**src/rtl/sar_pkg.sv**
```systemverilog
// Shared definitions for the signed successive-approximation search block.
package sar_pkg;

  typedef enum logic [1:0] {
    IDLE   = 2'd0,
    SEARCH = 2'd1,
    DONE   = 2'd2
  } sar_state_e;

  // Widest value the offset-binary helper handles.
  localparam int SAR_MAX_W = 64;

  // Flip the sign bit of an n-bit two's-complement value to move between the
  // signed and offset-binary views. The conversion works in both directions.
  // Only the low n bits of the return value are meaningful.
  function automatic logic [SAR_MAX_W-1:0] to_offset(input logic [SAR_MAX_W-1:0] v,
                                                     input int n);
    return v ^ (64'd1 << (n - 1));
  endfunction

endpackage

```
**src/rtl/signed_sar_search.sv**
```systemverilog
// Bit-serial search that recovers a signed target by driving trial values
// to an external comparator. The search walks from MSB to LSB in offset binary,
// so a plain unsigned bit-by-bit search orders signed values correctly.
// N must lie in the range 2..64, which is the range the package helper supports.
module signed_sar_search
  import sar_pkg::*;
#(
  parameter int N = 32
) (
  input  logic                clk,
  input  logic                rst,
  input  logic                start,
  input  logic                lt,
  output logic signed [N-1:0] probe,
  output logic                busy,
  output logic                done,
  output logic signed [N-1:0] result
);

  localparam logic [N-1:0] SIGN_BIT = {1'b1, {(N-1){1'b0}}};

  sar_state_e   state_q, state_d;
  logic [N-1:0] ptr_q, ptr_d;
  logic [N-1:0] trial_q, trial_d;
  logic [N-1:0] probe_q, probe_d;
  logic [N-1:0] result_q, result_d;
  logic [N-1:0] resolved;

  // Next-state logic: load on start, resolve one bit per cycle, and publish the result on the last bit.
  always_comb begin
    state_d  = state_q;
    ptr_d    = ptr_q;
    trial_d  = trial_q;
    probe_d  = probe_q;
    result_d = result_q;
    resolved = trial_q;
    case (state_q)
      IDLE: begin
        if (start) begin
          state_d = SEARCH;
          ptr_d   = SIGN_BIT;
          trial_d = SIGN_BIT;
          probe_d = '0;
        end
      end
      SEARCH: begin
        resolved = lt ? (trial_q & ~ptr_q) : trial_q;
        ptr_d    = ptr_q >> 1;
        trial_d  = resolved | (ptr_q >> 1);
        probe_d  = N'(to_offset(64'(trial_d), N));
        if (ptr_q[0]) begin
          state_d  = DONE;
          result_d = N'(to_offset(64'(resolved), N));
        end
      end
      DONE: begin
        state_d = IDLE;
      end
      default: begin
        state_d = IDLE;
      end
    endcase
  end

  // State registers with synchronous active-low reset; probe is registered so it has no path from lt or start.
  always_ff @(posedge clk) begin
    if (!rst) begin
      state_q  <= IDLE;
      ptr_q    <= '0;
      trial_q  <= '0;
      probe_q  <= '0;
      result_q <= '0;
    end else begin
      state_q  <= state_d;
      ptr_q    <= ptr_d;
      trial_q  <= trial_d;
      probe_q  <= probe_d;
      result_q <= result_d;
    end
  end

  assign probe  = probe_q;
  assign result = result_q;
  assign busy   = (state_q == SEARCH);
  assign done   = (state_q == DONE);

endmodule

```
**config.mk**
```make
export PLATFORM = sky130hd
export DESIGN_NAME = signed_sar_search
export DESIGN_NICKNAME = d
export VERILOG_FILES = /design/src/rtl/sar_pkg.sv /design/src/rtl/signed_sar_search.sv
export SDC_FILE = /design/constraint.sdc
export NUM_CORES = 1
export LEC_CHECK = 0
export ABC_AREA = 1
export BUFFER_PORTS_ARGS = -buffer_cell sky130_fd_sc_hd__buf_2
export CAP_MARGIN = 0
export CORE_MARGIN = 2
export CORE_UTILIZATION = 56
export CTS_CLUSTER_DIAMETER = 200
export CTS_CLUSTER_SIZE = 10
export DETAILED_ROUTE_END_ITERATION = 6
export PLACE_DENSITY = 0.79
export SYNTH_ARGS = -nofsm -noshare
export SYNTH_HDL_FRONTEND = slang
export SYNTH_SLANG_ARGS = --single-unit
```
**constraint.sdc**
```tcl
create_clock -name clk -period 1.6 [get_ports clk]
set_clock_uncertainty 0.15 [all_clocks]
set_input_delay 0.24 -clock clk [delete_from_list [all_inputs] [get_ports clk]]
set_output_delay 0.24 -clock clk [all_outputs]
set_load 0.02 [all_outputs]
```
==> After elaboration in Yosys (flattened, before gate mapping) <==
Cells that the tools add are included.
{ "word_totals": {"word_cells": 28, "output_inout_bits": 66, "ff_bits": 130, "inputBits": 4} }
{ "op_classes": {"mux": 9, "n_reduce_logical": 5, "n_bitwise": 5, "eq_ne": 4} }
{ "ops": {"columns": ["operator", "n"], "rows": [
  ["$pmux 32 s2", 3],
  ["$mux 32", 3],
  ["$and 32x32->32", 1],
  ["$not 32->32", 1],
  ["$or 32x31->32", 1],
  ["$reduce_and 2->1", 3],
  ["$mux 2", 2],
  ["$pmux 2 s2", 1],
  ["$eq 2x1->1 const B", 1],
  ["$eq 2x2->1 const B", 1],
  ["$logic_not 2->1", 1],
  ["$ne 2x1->1 const B", 1],
  ["$ne 2x2->1 const B", 1],
  ["$not 1->1", 2],
  ["$reduce_bool 2->1", 1]
]} }

==> Longest topological paths before layout <==
Gate-level depths: netlist (run 1).
{ "logic_depth": {"word_depth": 6, "ltp_mapped": 7} }

==> Worst setup path after synthesis (run 1) <==
Ideal clock, no wire load.
{ "synth_path": {"kind": "register -> output", "start": "register state_q[1]", "end": "output busy", "path_slack_ps": 359, "path_buffers": 2, "stages_incl_launch_ff": 6, "arrival_time_ps": 851, "path_cell_list": "dfxtp_1 > inv_1 > nand2_1 > inv_2 > buf_6 > buf_6"} }
{ "synth_between": {"elab_chain_len": 1} }
{ "synth_lines": {"columns": ["element", "line", "source"], "rows": [
  ["start, declared", "signed_sar_search.sv:22", "sar_state_e state_q, state_d;"],
  ["start signal, assigned", "signed_sar_search.sv:74", "state_q <= state_d;"],
  ["$eq 2x1->1", "signed_sar_search.sv:84", "assign busy = (state_q == SEARCH);"],
  ["end, declared", "signed_sar_search.sv:15", "output logic busy,"]
]} }
No other way between the ends.

==> Worst setup path in the final report (run 1) <==
{ "layout_path": {"start": "register state_q[1]", "end": "output done"} }
{ "layout_between": {"elab_chain_len": 1} }
{ "layout_lines": {"columns": ["element", "line", "source"], "rows": [
  ["$eq 2x2->1", "signed_sar_search.sv:85", "assign done = (state_q == DONE);"],
  ["end, declared", "signed_sar_search.sv:16", "output logic done,"]
]} }
No other way between the ends.

==> metrics.cfg, run 1 <==
[status]
outcome = complete, no violations

[global_route]
grt_pass1_vias = 3474
track_usage_pct = 22.1
grt_antenna_before_repair = 0
grt_pass1_wl_mm = 15.1
grt_overflow = 0
grt_max_degree = 40

[drt]
dr_total_vias = 3739
drtAntennaViolNets = 0
totalWireLength_mm = 8.67
drt_iter0_drc = 188
wl_per_cell_um = 11.4
drt-pass1-iter-count = 4
viasPerCell = 4.90
drcViolationCount = 0

[synthesis]
yosysSeqAreaShare_pct = 46.4
netlist_instances = 625
muxShareOfSynthArea_pct = 0
yosys.area_share.simple_pct = 26.1
synth_area_per_cell_um2 = 6.83
synth_xor_area_share_pct = 0
synth_nets = 629
mappedNetlistArea_um2 = 4270
synth_top_family_by_area = simple AND/OR/NAND/NOR gates
synth-compound-area-share_pct = 11.9
yosysWarningCount = 0
synth_adder_area_share_pct = 0
yosysUniqueCellTypes = 14
synth-seq-cells = 99

[sta]
finalSetupTns_ns = 0
hold_viol = 0
fmax_ghz = 0.640
min_period_ns = 1.56
rsz0062_at_grt = false
worst_pin_slew_ns = 0.298
setup_viol = 0
finalMaxSlewViolations = 0
maxSlewHeadroom_pct = 80.1
post-route-period-util_pct = 97.7

[worst_setup_path]
critPathRequiredTime_ns = 1.21
worstRegToRegCells = 7
rrSetupSlack_ns = 0.14
critPathCaptureType = output port
cp.arrival_ns = 1.17
r2r-end = ptr_q[7]
cp-start-kind = register
r2r_start = state_q[1]
cp_max_fo = 4
crit_type = reg -> out

[layout]
layout-drive-gt1-share_pct = 16.4
fin_nets = 663
num-fill-cells = 638
n_antenna_cell = 0
multi_input_area_um2 = 1620
areaGrowthSynthToFinish_pct = 11.5
regArea_um2 = 1980
stdcell_count = 763

[power]
seqPwrFrac_pct = 53.9
netSwitchingFraction_pct = 22.3
power_density_nw_per_um2 = 967
intPower_mw = 3.58
clockPowerShare_pct = 40.9
ir_worst_vdd_mv = 0.561
p_switching_mw = 1.03
p_leak_nw = 2.18
pwr-share-comb_pct = 5.1

[clock_network]
cts_tree = built
numCtsBuffers = 9
worstSkewPairLatency_ns = 0.36
cts_buffer_depth = 2
cts_root_buffer = clkbuf_8
cts_sinks = 99
cts.clk_slew.worst_paths_ns = 0.09
clock_tree.htree_level_count = 3
postCtsHoldBufs = 0

[worst_hold_path]
whs_path_depth = 3
hold_class = in -> reg
worst_hold_path.endpoint = state_q[0]
hp-start = start

[die]
dieArea_um2 = 8340
rows = 31
fp.dieH_um = 91.3
core_area_um2 = 7330
initial_core_util_pct = 58.2
die_w_um = 91.3
io_pins = 70

[placed_design]
io_buffers = 69
dpl.hpwl_mm = 5.74
dp.cells = 745
gp_congestion = 0.795

[run]
drv_cap = 0

[layout by cell type (no fill, tap or decap), drive strengths merged]
| cell type | netlist | layout |
|---|---|---|
| clkbuf | 10 | 9 |
| nor2 | 5 | 5 |
| a21oi | 97 | 97 |
| clkinv | 0 | 3 |
| inv | 68 | 68 |
| bufinv | 0 | 3 |
| dfxtp | 99 | 99 |
| nand3 | 1 | 1 |
| nand2 | 288 | 288 |
| nor3 | 1 | 1 |
| clkinvlp | 0 | 1 |
| o21ai | 2 | 2 |
| buf | 54 | 87 |
[worst max-delay path by stage]
stage	depth (start not counted)	endpoint	start	slack, ns
3_5_place_dp	6	ptr_q[7]	state_q[1]	0.18
3_3_place_gp	6	ptr_q[9]	state_q[1]	0.25
4_1_cts	4	busy	state_q[1]	0.0009
6_report	3	done	state_q[1]	0.04
2_1_floorplan	5	busy	state_q[1]	0.36
5_1_grt	3	done	state_q[1]	0.002
[kinds of logic (layout without fill, tap and decap cells)]
| family | count (synthesis) | in the layout |
|---|---|---|
| and+or+nand+nor | 295 | 295 |
| AOI/OAI and AO/OA | 99 | 99 |
| DFF | 99 | 99 |
| buffers and inverters | 132 | 171 |
[critical path, cell delays in order (launching register included)]
cell,delay (ns)
dfxtp_1,0.38
inv_2,0.08
nor2_1,0.16
buf_2,0.19
[stage by stage]
| step | util, % | area [um2] | hold slack (ns) | power (mW) | worst slack [ns] |
|---|---|---|---|---|---|
| finish | 64.9 | 4760 | 0.0605 | 4.60 | 0.0367 |
| global route | 64.9 | 4760 | 0.0532 | 4.77 | 0.00196 |
| CTS | 64.7 | 4740 | 0.0362 | 4.63 | 0.000950 |
| detailed placement | 61.4 | 4500 | 0.306 | 2.77 | 0.181 |
| global placement | 61.4 | 4500 | 0.305 | 2.77 | 0.253 |
| floorplan | - | 4270 | 0.237 | 2.70 | 0.359 |
[sequential cells by signal, summed over array words and instances (netlist names)]
signal	count
probe	1
ptr_q	32
result	32
state_q	2
trial_q	32
[repair_timing]
action / in CTS / in global routing
endpoints found under the setup margin: 2 / 1
setup buffers: 0 / 2
hold endpoints to repair: 0 / 0
resized for setup: 4 / 0
[cell type report]
| cell class | count | share of cell area [%] |
|---|---|---|
| clock buffer | 9 | 2.60 |
| clock inverter | 7 | 2.44 |
| inverter | 68 | 5.42 |
| multi-input combinational | 394 | 34.1 |
| sequential | 99 | 41.7 |
| tap | 99 | 2.60 |
| timing repair buffer | 87 | 11.2 |
[power by group through the flow]
| stage | clock network (mW) | registers [mW] | logic [mW] |
|---|---|---|---|
| 6_report | 1.88 | 2.48 | 0.237 |
| 5_1_grt | 2.03 | 2.49 | 0.258 |
| 4_1_cts | 1.92 | 2.48 | 0.230 |
| 3_5_place_dp | 0 | 2.54 | 0.226 |
| 3_3_place_gp | 0 | 2.54 | 0.226 |
| 2_1_floorplan | 0 | 2.54 | 0.161 |
[cells in the mapped netlist]
cell type	n	area, um2
o21ai_0	1	5.00
dfxtp_1	99	1980
inv_2	1	3.75
buf_2	19	95.1
inv_1	67	251
a21oi_1	97	485
nand2_1	288	1080
buf_6	4	45.0
nor3_1	1	5.00
clkbuf_1	10	37.5
nand3_2	1	10.0
buf_4	31	233
o21ai_4	1	16.3
nor2_1	5	18.8
[per-layer routing]
metal | vias up | global-route usage [%] | share of wire [%]
met5 | - | 0 | 0
met2 | 87 | 38.0 | 49
li1 | 1936 | - | -
met3 | 13 | 4.65 | 4.7
met1 | 1703 | 26.5 | 44
met4 | 0 | 9.60 | 2.4
(Power assumes the default switching activity.)
==> run 2, diff against run 1 <==
--- a/config.mk
+++ b/config.mk
@@ -6,13 +6,13 @@
 export NUM_CORES = 1
 export LEC_CHECK = 0
 export ABC_AREA = 1
-export BUFFER_PORTS_ARGS = -buffer_cell sky130_fd_sc_hd__buf_2
 export CAP_MARGIN = 0
 export CORE_MARGIN = 2
-export CORE_UTILIZATION = 56
+export CORE_UTILIZATION = 63
 export CTS_CLUSTER_DIAMETER = 200
 export CTS_CLUSTER_SIZE = 10
 export DETAILED_ROUTE_END_ITERATION = 6
+export DONT_BUFFER_PORTS = 1
 export PLACE_DENSITY = 0.79
 export SYNTH_ARGS = -nofsm -noshare
 export SYNTH_HDL_FRONTEND = slang
==> metrics.cfg, run 2 (same netlist as run 1, synthesis figures left out) <==
[layout]
n_antenna_cell = 0
layout_commonest_cell = nand2_1
layout-drive-gt1-share_pct = 6.55
areaGrowthSynthToFinish_pct = 3.02
fin_area_um2 = 4400
num-fill-cells = 602
final_cell_mix = nand2_1, dfxtp_1, a21oi_1, inv_1, clkbuf_8
fin_nets = 594

[worst_setup_path]
cp.arrival_ns = 1.12
crit_type = reg -> out
critPathRequiredTime_ns = 1.21
cp-start-kind = register
critPathCaptureType = output port
cp_max_fo = 3

[global_route]
grt_pass1_vias = 3234
grt_max_degree = 40
track_usage_pct = 24.3
grt_antenna_before_repair = 0
grt_pass1_wl_mm = 14.6
grt_overflow = 0

[sta]
whs_ns = 0.0149
min_period_ns = 1.51
fmax_ghz = 0.661
setup_viol = 0
worst_pin_slew_ns = 0.433
fin_ws_ns = 0.0876
rsz0062_at_grt = false
maxSlewHeadroom_pct = 71.1
finalSetupTns_ns = 0
hold_viol = 0
post-route-period-util_pct = 94.5
finalMaxSlewViolations = 0

[power]
power.total_mw = 4.31
p_leak_nw = 1.81
seqPwrFrac_pct = 57.7
intPower_mw = 3.32
power_density_nw_per_um2 = 979
ir_worst_vdd_mv = 0.453
p_switching_uw = 989
netSwitchingFraction_pct = 23.0
clockPowerShare_pct = 36.4
pwr-share-comb_pct = 5.9

[drt]
totalWireLength_mm = 8.81
drtAntennaViolNets = 0
wl_per_cell_um = 13.0
drt-pass1-iter-count = 4
dr_total_vias = 3483
viasPerCell = 5.16
drcViolationCount = 0
drt_iter0_drc = 209

[die]
die_w_um = 86.3
io_pins = 70
dieArea_um2 = 7450
rows = 30
fp.dieH_um = 86.3
initial_core_util_pct = 63.9
core_area_um2 = 6680

[clock_network]
cts_sinks = 99
cts.clk_slew.worst_paths_ns = 0.08
cts_tree = built
cts_buffer_depth = 2
clock_tree.htree_level_count = 3
cts_root_buffer = clkbuf_8
worstSkewPairLatency_ns = 0.36
numCtsBuffers = 9

[placed_design]
pre_cts_slack_ns = 0.142
dpl.hpwl_mm = 5.32
io_buffers = 0
placed_area_um2 = 4090
gp_congestion = 0.820

[status]
outcome = complete, no violations

[run]
drv_cap = 0

[worst_hold_path]
hold_class = in -> reg

-- run 2: path summary, 6_finish.rpt --
| check | start | endpoint | slack [ns] | cells past startpoint |
|---|---|---|---|---|
| worst max-delay path | state_q[1] | done | 0.09 | 4 |
| worst min-delay path | lt | trial_q[31] | 0.01 | 3 |
| worst min register to register | ptr_q[13] | ptr_q[13] | 0.35 | 2 |
| worst max register to register | ptr_q[0] | result[19] | 0.15 | 4 |
-- run 2: critical path, cell delays in order, from the launching register on --
cell,delay [ns]
dfxtp_2,0.35
inv_2,0.05
buf_6,0.12
nor2_2,0.10
buf_4,0.16
-- run 2: layout make-up --
| type | instances | area (um2) | share of cell area, % |
|---|---|---|---|
| well taps | 80 | 100 | 2.28 |
| clock buffers | 11 | 141 | 3.21 |
| multi-input cells | 394 | 1620 | 36.9 |
| flip-flops and latches | 99 | 1980 | 45.1 |
| repair buffers | 18 | 241 | 5.49 |
| clock inverters | 5 | 52.6 | 1.19 |
| inverters | 68 | 255 | 5.80 |
-- run 2: power groups by stage --
stage / Sequential, mW / Combinational, mW / Clock (mW)
6_report: 2.48 / 0.254 / 1.57
5_1_grt: 2.49 / 0.273 / 1.71
4_1_cts: 2.48 / 0.252 / 1.61
3_5_place_dp: 2.54 / 0.184 / 0
3_3_place_gp: 2.54 / 0.184 / 0
2_1_floorplan: 2.54 / 0.161 / 0
-- run 2: timing repair --
item                       4_1_cts  5_1_grt
pin swaps                        0        0
setup buffers                    1        0
hold buffers                     3        0
hold endpoints to repair        34        0
resized for setup                5        2
cloned                           1        0
setup endpoints to repair        2        2
-- run 2: per-stage QoR --
stage,util [%],cells
after floorplan,-,625
after CTS,65.8,675
after global routing,65.8,675
after global placement,61.3,654
after detailed placement,61.3,654
final,65.8,675
-- run 2: layer usage --
| metal | up-vias | GRT usage, % | share of wire [%] |
|---|---|---|---|
| li1 | 1798 | - | - |
| met2 | 101 | 41.1 | 48 |
| met3 | 10 | 5.24 | 6.8 |
| met4 | 0 | 9.09 | 1.3 |
| met5 | - | 0 | 0 |
| met1 | 1574 | 30.3 | 44 |
